<file path="src/rtl/enc_pkg.sv">
// Shared definitions for the debounced one-hot key front end.
// Latency: none (types and constants only).
// Backpressure: none.
package enc_pkg;

    localparam int NUM_KEYS = 4;
    localparam int SEL_W    = $clog2(NUM_KEYS);

    typedef enum logic {
        ST_IDLE = 1'b0,
        ST_HOLD = 1'b1
    } state_t;

    function automatic logic [NUM_KEYS-1:0] onehot(input logic [SEL_W-1:0] s);
        logic [NUM_KEYS-1:0] v;
        v    = '0;
        v[s] = 1'b1;
        return v;
    endfunction

endpackage

</file>
<file path="src/rtl/debounce_1ch.sv">
// One button: 2-flop synchroniser, then a level that flips only after DEBOUNCE_CYCLES disagreeing samples.
// Latency: stable follows a clean raw change after 2+DEBOUNCE_CYCLES edges.
// Backpressure: none; free-running sampler.
module debounce_1ch #(
    parameter int DEBOUNCE_CYCLES = 4
) (
    input  logic clk,
    input  logic rst_n,
    input  logic btn_raw,
    output logic stable
);

    localparam int CNT_W = $clog2(DEBOUNCE_CYCLES + 1);
    localparam logic [CNT_W-1:0] CNT_LAST = CNT_W'(DEBOUNCE_CYCLES - 1);

    logic [1:0]       sync_ff;
    logic             sync;
    logic [CNT_W-1:0] cnt;

    assign sync = sync_ff[1];

    always_ff @(posedge clk or negedge rst_n) begin
        if (!rst_n) begin
            sync_ff <= 2'b00;
        end else begin
            sync_ff <= {sync_ff[0], btn_raw};
        end
    end

    // Any sample agreeing with the current level restarts the run.
    always_ff @(posedge clk or negedge rst_n) begin
        if (!rst_n) begin
            cnt    <= '0;
            stable <= 1'b0;
        end else if (sync == stable) begin
            cnt <= '0;
        end else if (cnt == CNT_LAST) begin
            stable <= sync;
            cnt    <= '0;
        end else begin
            cnt <= cnt + CNT_W'(1);
        end
    end

endmodule

</file>
<file path="src/rtl/key_debounce_onehot_4ch.sv">
// Debounces four buttons and grants one of them as a registered one-hot request with enable.
// Latency: grant 3+DEBOUNCE_CYCLES edges after a clean raw press; release alike.
// Backpressure: none; a granted key holds until released, others are ignored meanwhile.
module key_debounce_onehot_4ch
    import enc_pkg::*;
#(
    parameter int DEBOUNCE_CYCLES = 4
) (
    input  logic                clk,
    input  logic                rst_n,
    input  logic [NUM_KEYS-1:0] btn_raw,
    output logic [NUM_KEYS-1:0] i,
    output logic                en,
    output logic                key_evt
);

    logic [NUM_KEYS-1:0] stable;
    logic                pick_vld;
    logic [SEL_W-1:0]    pick;

    state_t              state, state_nxt;
    logic [SEL_W-1:0]    sel, sel_nxt;
    logic [NUM_KEYS-1:0] i_nxt;
    logic                en_nxt;
    logic                evt_nxt;

    for (genvar k = 0; k < NUM_KEYS; k++) begin : g_db
        debounce_1ch #(
            .DEBOUNCE_CYCLES(DEBOUNCE_CYCLES)
        ) u_db (
            .clk    (clk),
            .rst_n  (rst_n),
            .btn_raw(btn_raw[k]),
            .stable (stable[k])
        );
    end

    // Ascending scan so the highest set index wins.
    always_comb begin
        pick_vld = 1'b0;
        pick     = '0;
        for (int k = 0; k < NUM_KEYS; k++) begin
            if (stable[k]) begin
                pick_vld = 1'b1;
                pick     = SEL_W'(k);
            end
        end
    end

    always_ff @(posedge clk or negedge rst_n) begin
        if (!rst_n) begin
            state   <= ST_IDLE;
            sel     <= '0;
            i       <= '0;
            en      <= 1'b0;
            key_evt <= 1'b0;
        end else begin
            state   <= state_nxt;
            sel     <= sel_nxt;
            i       <= i_nxt;
            en      <= en_nxt;
            key_evt <= evt_nxt;
        end
    end

    always_comb begin
        state_nxt = state;
        case (state)
            ST_IDLE: if (pick_vld)     state_nxt = ST_HOLD;
            ST_HOLD: if (!stable[sel]) state_nxt = ST_IDLE;
            default:                   state_nxt = ST_IDLE;
        endcase
    end

    // Release lands in IDLE with en low, so a waiting key is granted one cycle later.
    always_comb begin
        sel_nxt = sel;
        i_nxt   = '0;
        en_nxt  = 1'b0;
        evt_nxt = 1'b0;
        case (state)
            ST_IDLE: begin
                if (pick_vld) begin
                    sel_nxt = pick;
                    i_nxt   = onehot(pick);
                    en_nxt  = 1'b1;
                    evt_nxt = 1'b1;
                end
            end
            ST_HOLD: begin
                if (stable[sel]) begin
                    i_nxt  = i;
                    en_nxt = en;
                end
            end
            default: ;
        endcase
    end

endmodule
</file>
<file path="config.mk">
export PLATFORM = sky130hd
export DESIGN_NAME = key_debounce_onehot_4ch
export DESIGN_NICKNAME = d
export VERILOG_FILES = /design/src/rtl/enc_pkg.sv /design/src/rtl/debounce_1ch.sv /design/src/rtl/key_debounce_onehot_4ch.sv
export SDC_FILE = /design/constraint.sdc
export NUM_CORES = 1
export LEC_CHECK = 0
export ABC_CLOCK_PERIOD_IN_PS = 1330
export CAP_MARGIN = 10
export CORE_AREA = 4 4 65 67
export CTS_BUF_LIST = sky130_fd_sc_hd__clkbuf_16
export CTS_CLUSTER_SIZE = 14
export DETAILED_ROUTE_END_ITERATION = 8
export DIE_AREA = 0 0 69 71
export GPL_ROUTABILITY_DRIVEN = 1
export PLACE_DENSITY = 0.61
export SLEW_MARGIN = 30
export SYNTH_ARGS = -nofsm -noshare
export SYNTH_HDL_FRONTEND = slang
export SYNTH_SLANG_ARGS = --single-unit
</file>
<file path="constraint.sdc">
create_clock -name clk -period 1.33 [get_ports clk]
set_clock_uncertainty 0.05 [all_clocks]
set_input_delay 0.1995 -clock clk [delete_from_list [all_inputs] [get_ports clk]]
set_output_delay 0.1995 -clock clk [all_outputs]
set_load 0.02 [all_outputs]
</file>
# [Word level (Yosys, flattened, before mapping)]
# Cells that the tools add are included.
[word_totals] regBits=33 mem_bits_rw=0 mem_bits_ro=0 mem_count=0 wordCells=72 latchBits=0
[op_classes] n_bitwise=5 muxes=28 magnitude_cmp=3 n_eq_ne=9 n_div=0 reduce_logical=6 multipliers=0 n_shift=0 add_sub_neg=4
[ops] op="3-bit two-way mux" count=8
[ops] op="3-bit by 1-bit adder with 3-bit output, second input constant" count=4
[ops] op="3-bit by 2-bit == test with 1-bit output, second input constant" count=4
[ops] op="1-bit two-way mux" count=11
[ops] op="2-bit AND reduction" count=5
[ops] op="4-bit two-way mux" count=2
[ops] op="4-bit case mux with 2 select lines" count=1
[ops] op="2-bit by 3-bit less-than comparator with 1-bit output, second input constant" count=2
[ops] op="1-bit inverter" count=5
[ops] op="1-bit == test" count=4
[ops] op="2-bit two-way mux" count=2
[ops] op="1-bit case mux with 2 select lines" count=2
[ops] op="1-bit binary-select mux with 2-bit select" count=1
[ops] op="1-bit demux with 2-bit select" count=1
[ops] op="2-bit by 1-bit >= comparator with 1-bit output, second input constant" count=1
[ops] op="2-bit inequality test, second input constant" count=1
[ops] op="1-bit logical AND" count=1

# [Depth between registers and ports, before layout]
[logic_depth] depth_word=9 mapped_depth=4

# [By module]
# A second synthesis with hierarchy kept.
[hier_totals] hier_cells=84 area_unflattened_um2=1257.5
[by_module_without_submodules] mod="debounce_1ch at g_db[1].u_db ..." cells_per_inst=13 instances=3 area_per_inst_um2=216.5
[by_module_without_submodules] mod="key_debounce_onehot_4ch" cells_per_inst=32 instances=1 area_per_inst_um2=379.1
[by_module_without_submodules] mod="debounce_1ch at g_db[0].u_db" cells_per_inst=13 instances=1 area_per_inst_um2=229.0

# [Worst setup path before layout]
# No wires, ideal clock.
[synth_timing] path_type="register to register" from="register g_db[3].u_db.stable" to="register state" t_required_ns=1.156 path_buffers=1 stages_incl_launch_ff=5 setup_slack_ns=0.124 t_arrival_ns=1.032 setup_ns=0.124 period_less_slack_ns=1.206 cell_sequence="dfrtp_1 buf_6 nor4_4 nor2_2 or2_1"
[synth_via] elab_chain_len=4 elab_cells_between_ends=6 classes_between="mux: 6"
[synth_lines] item="start: declaration" line="debounce_1ch.sv:10" rtl="output logic stable"
[synth_lines] item="start signal: assignment" line="debounce_1ch.sv:38" rtl="stable <= sync;"
[synth_lines] item="1-bit binary-select mux with 2-bit select" line="key_debounce_onehot_4ch.sv:70" rtl="ST_HOLD: if (!stable[sel]) state_nxt = ST_IDLE;"
[synth_lines] item="1-bit two-way mux (implied by the code)" line="key_debounce_onehot_4ch.sv:70"
[synth_lines] item="1-bit two-way mux" line="key_debounce_onehot_4ch.sv:70"
[synth_lines] item="1-bit case mux with 2 select lines *" line="key_debounce_onehot_4ch.sv:68" rtl="case (state)"
[synth_lines] item="net state_nxt" line="key_debounce_onehot_4ch.sv:21" rtl="state_t state, state_nxt;"
[synth_lines] item="end signal: assignment" line="key_debounce_onehot_4ch.sv:58" rtl="state <= state_nxt;"
[synth_lines] item="end: declaration" line="key_debounce_onehot_4ch.sv:21"
# The timed path passes the listed nets; every way through them passes the cells marked *. The select of a mux whose other input is x is not followed.
# A chain may end at the register's enable or synchronous reset.

# [Worst setup path in the final report]
[layout_timing] from="register g_db[0].u_db.cnt[0]" to="register g_db[0].u_db.stable"
[layout_via] elab_chain_len=2
[layout_lines] item="start: declaration" line="debounce_1ch.sv:18" rtl="logic [CNT_W-1:0] cnt;"
[layout_lines] item="start signal: assignment" line="debounce_1ch.sv:41" rtl="cnt <= cnt + CNT_W'(1);"
[layout_lines] item="3-bit by 2-bit == test with 1-bit output" line="debounce_1ch.sv:37" rtl="end else if (cnt == CNT_LAST) begin"
[layout_lines] item="2-bit AND reduction (no line)"
[layout_lines] item="end signal: assignment" line="debounce_1ch.sv:38"
[layout_lines] item="end: declaration" line="debounce_1ch.sv:10"
# Every way passes these cells.

==> tab_implementation.tex <==
\begin{tabular}{lr}
\hline
Metric & Value \\
\hline
\multicolumn{2}{l}{\textbf{Global routing}} \\
\quad Largest net degree at the start of global routing & 34 \\
\quad Remaining Overflow, GRT & 0 \\
\quad Overall routing resource usage & 0.0921 \\
\quad First-pass GRT wire length & 3.35 mm \\
\quad Antenna violations before repair & 0 \\
\quad Vias in the first global route & 754 \\
\multicolumn{2}{l}{\textbf{Final layout}} \\
\quad Count of inserted antenna diode cells & 0 \\
\quad Share of cells above drive strength 1 & 0.185 \\
\quad Most common library cell in the layout ignoring fill and taps & sky130\_fd\_sc\_hd\_\_dfrtp\_1 \\
\quad Net total in the final layout & 118 \\
\quad Highest-count cells in the layout ignoring fill and taps & sky130\_fd\_sc\_hd\_\_dfrtp\_1, sky130\_fd\_sc\_hd\_\_nor2b\_1, sky130\_fd\_sc\_hd\_\_dlygate4sd2\_1 \\
\quad Layout overhead on the synthesized area & 27.0\% \\
\multicolumn{2}{l}{\textbf{STA}} \\
\quad Share of the clock period used by the worst path & 0.931 \\
\quad Final setup margin & a little over 0.09 ns \\
\quad Max transition margin & 0.821 \\
\quad Highest clock rate & about 810 MHz \\
\quad Worst-margin pin slew & between 0.2 and 0.3 ns \\
\quad Setup TNS & 0 ns \\
\quad Hold violation count in the final report & 0 \\
\quad Number of slew-limit violations in the final report & 0 \\
\quad Final Setup Violations & 0 \\
\quad Crit path time final & approximately 1.2 ns \\
\quad Unrepaired setup endpoints after global routing & false \\
\multicolumn{2}{l}{\textbf{Worst setup path}} \\
\quad Data arrival time of the worst path & 1.34 ns \\
\quad Length in cells of the worst reg-to-reg path & 3 \\
\quad Kind of end point of the critical path & register \\
\quad Critical Setup Path Class & reg2reg \\
\quad Kind of start point of the critical path & register \\
\quad Setup slack on the worst flop-to-flop path & 0.09 ns \\
\quad Startpoint of the worst register-to-register path & g\_db[0].u\_db.cnt[0]\$\_DFF\_PN0\_ \\
\quad Required time at the worst-slack endpoint & 1.43 ns \\
\quad Highest fanout seen on the critical path & 2 \\
\quad Endpoint of the worst-slack reg-to-reg timing path & g\_db[0].u\_db.stable\$\_DFFE\_PN0P\_ \\
\multicolumn{2}{l}{\textbf{Detailed routing}} \\
\quad Detailed-route wire length per cell & 11.7 µm \\
\quad Final wirelength & 1.83 mm \\
\quad Via density per instance & 4.57 \\
\quad Via total after detailed routing & 713 \\
\quad Number of design rule violations left after detail routing & 0 \\
\quad Number of nets with antenna violations after detailed routing & 0 \\
\quad 1st-pass router iterations & 2 \\
\quad Drt initial violations & 19 \\
\multicolumn{2}{l}{\textbf{Synthesis}} \\
\quad Cell area after synthesis & 1240 µm² \\
\quad Proportion of synthesized chip area in sequential cells & 0.663 \\
\quad Cell types with the largest area share after synthesis & sky130\_fd\_sc\_hd\_\_dfrtp\_1, sky130\_fd\_sc\_hd\_\_ha\_1, sky130\_fd\_sc\_hd\_\_nor2b\_1 \\
\quad Synthesized netlist cell count & 86 \\
\quad Largest area contributor in the netlist & sky130\_fd\_sc\_hd\_\_dfrtp\_1 \\
\quad Average cell area after synthesis & between 10 and 15 µm² \\
\quad Mapped Nets & 96 \\
\quad Flip-flop and latch count after synthesis & 33 \\
\quad Area share of the largest cell type after synthesis & 0.663 \\
\quad Number of distinct library cell variants in the gate-level netlist after synthesis & 23 \\
\quad Number of synthesis warnings & 0 \\
\multicolumn{2}{l}{\textbf{Run}} \\
\quad Max-cap viol count & 0 \\
\multicolumn{2}{l}{\textbf{Placement}} \\
\quad Total half-perimeter wirelength after legalization and detailed placement & 1.32 mm \\
\quad Count of input and output buffers & 11 \\
\quad Post-Place Setup Slack & 0.0919 ns \\
\quad Routability Congestion & 0.718 \\
\multicolumn{2}{l}{\textbf{Clocking}} \\
\quad Max Buffers Root-to-Sink & 2 \\
\quad Clock H-tree levels & 2 \\
\quad Clock sink count & 33 \\
\quad Number of post-CTS setup repair buffers & 0 \\
\quad Inserted Clock Buffers & 5 \\
\quad Clock slew at reported path FFs & 0.05 ns \\
\quad Clock tree from TritonCTS & built \\
\quad Clk\_lat worst skew & 0.27 ns \\
\quad CTS Root Cell & sky130\_fd\_sc\_hd\_\_clkbuf\_16 \\
\multicolumn{2}{l}{\textbf{Floorplanning}} \\
\quad Placeable core region & 3630 µm² \\
\quad DIE AREA & around 4900 µm² \\
\quad Total I/O pin count & 12 \\
\quad Number of rows in the core area & 22 \\
\quad Die width & 69 µm \\
\quad Initial Utilization & 0.343 \\
\quad Vertical die dimension & 71 µm \\
\multicolumn{2}{l}{\textbf{Min path}} \\
\quad Type of the worst min-delay path & in2async \\
\multicolumn{2}{l}{\textbf{Pwr}} \\
\quad Worst supply voltage drop on vdd & 0.618 mV \\
\quad Static Leak & 0.740 nW \\
\quad Total power consumption of the routed design & about 3.7 mW \\
\quad Power density over the cells & around 2400 nW/µm² \\
\multicolumn{2}{l}{\textbf{Outcome}} \\
\quad Result of the run & finished, final reports clean \\
\hline
\end{tabular}
-- final cells by class --
cell class,count,area [µm²]
fill,354,2050
timing repair buffer,17,160
sequential,33,826
multi-input combinational,48,392
clock inverter,2,7.51
inverter,3,11.3
clock buffer,5,125
tap,48,60.1
-- metrics by stage --
stage	instances	util	hold slack [ns]	cell area, µm²
2_1_floorplan	86	-	-0.146	1240
3_3_place_gp	149	0.401	0.285	1460
3_5_place_dp	149	0.401	0.287	1460
4_1_cts	156	0.435	0.245	1580
5_1_grt	156	0.435	0.257	1580
6_report	156	0.435	0.240	1580
-- registers in the layout, indices dropped and copies added (netlist names) --
signal	cells
g_db.u_db.cnt	12
g_db.u_db.sync_ff	8
g_db.u_db.stable	4
i	4
sel	2
en	1
key_evt	1
state	1
-- cells in the mapped netlist, drive strengths merged --
cell type,instances
nand2,1
buf,2
nand2b,1
dfrtp,33
mux2,4
o21ai,4
o22ai,1
a32o,2
or2,1
a21o,1
mux2i,2
nor3b,4
nor3,5
nor2,2
nor4,1
xnor2,4
nor2b,8
a22o,3
ha,4
inv,3
-- kinds of logic (layout without fill, tap and decap cells) --
family / Yosys count / count (layout) / synth area share
buffers and inverters: 5 / 27 / 0.0221
muxes: 6 / 6 / 0.0523
DFF: 33 / 33 / 0.663
and+or+nand+nor: 23 / 23 / 0.123
xor gates and xnor gates: 4 / 4 / 0.0281
adders and majority gates: 4 / 4 / 0.0402
AOI/OAI and AO/OA: 11 / 11 / 0.0714
-- power by group --
| group | internal (mW) | total, mW | switching [mW] |
|---|---|---|---|
| clock network | 0.665 | 1.03 | 0.361 |
| logic | 0.597 | 1.14 | 0.545 |
| registers | 1.31 | 1.56 | 0.250 |
-- worst max-delay path by stage --
stage | end | slack, ns | startpoint | depth (start not counted)
global placement | state$_DFF_PN0_ | 0.11 | g_db[3].u_db.stable$_DFFE_PN0P_ | 3
CTS | g_db[0].u_db.stable$_DFFE_PN0P_ | 0.08 | g_db[0].u_db.cnt[0]$_DFF_PN0_ | 3
finish | g_db[0].u_db.stable$_DFFE_PN0P_ | 0.09 | g_db[0].u_db.cnt[0]$_DFF_PN0_ | 3
global route | g_db[2].u_db.stable$_DFFE_PN0P_ | 0.005 | g_db[2].u_db.cnt[0]$_DFF_PN0_ | 3
floorplan | state$_DFF_PN0_ | 0.12 | g_db[3].u_db.stable$_DFFE_PN0P_ | 4
detailed placement | g_db[0].u_db.stable$_DFFE_PN0P_ | 0.09 | g_db[0].u_db.cnt[0]$_DFF_PN0_ | 3
-- what timing repair did --
action                     in CTS  in global routing
setup endpoints to repair       6                  0
gates resized for setup         6                  0
hold buffers                    0                  0
-- per-layer routing --
layer / part of all wire / up-vias / global-route usage
met5: 0 / - / 0
met4: 0.053 / 0 / 0.0976
met3: 0.037 / 7 / 0.0313
met2: 0.52 / 12 / 0.154
met1: 0.39 / 355 / 0.0843
li1: - / 339 / -
-- worst max-delay path, stage by stage, from the launching register on --
cell and delay, ns:
sky130_fd_sc_hd__dfrtp_1 0.36, sky130_fd_sc_hd__ha_1 0.17, sky130_fd_sc_hd__nor2b_1 0.20, sky130_fd_sc_hd__mux2_2 0.35
Power figures use the tool's default switching activity.
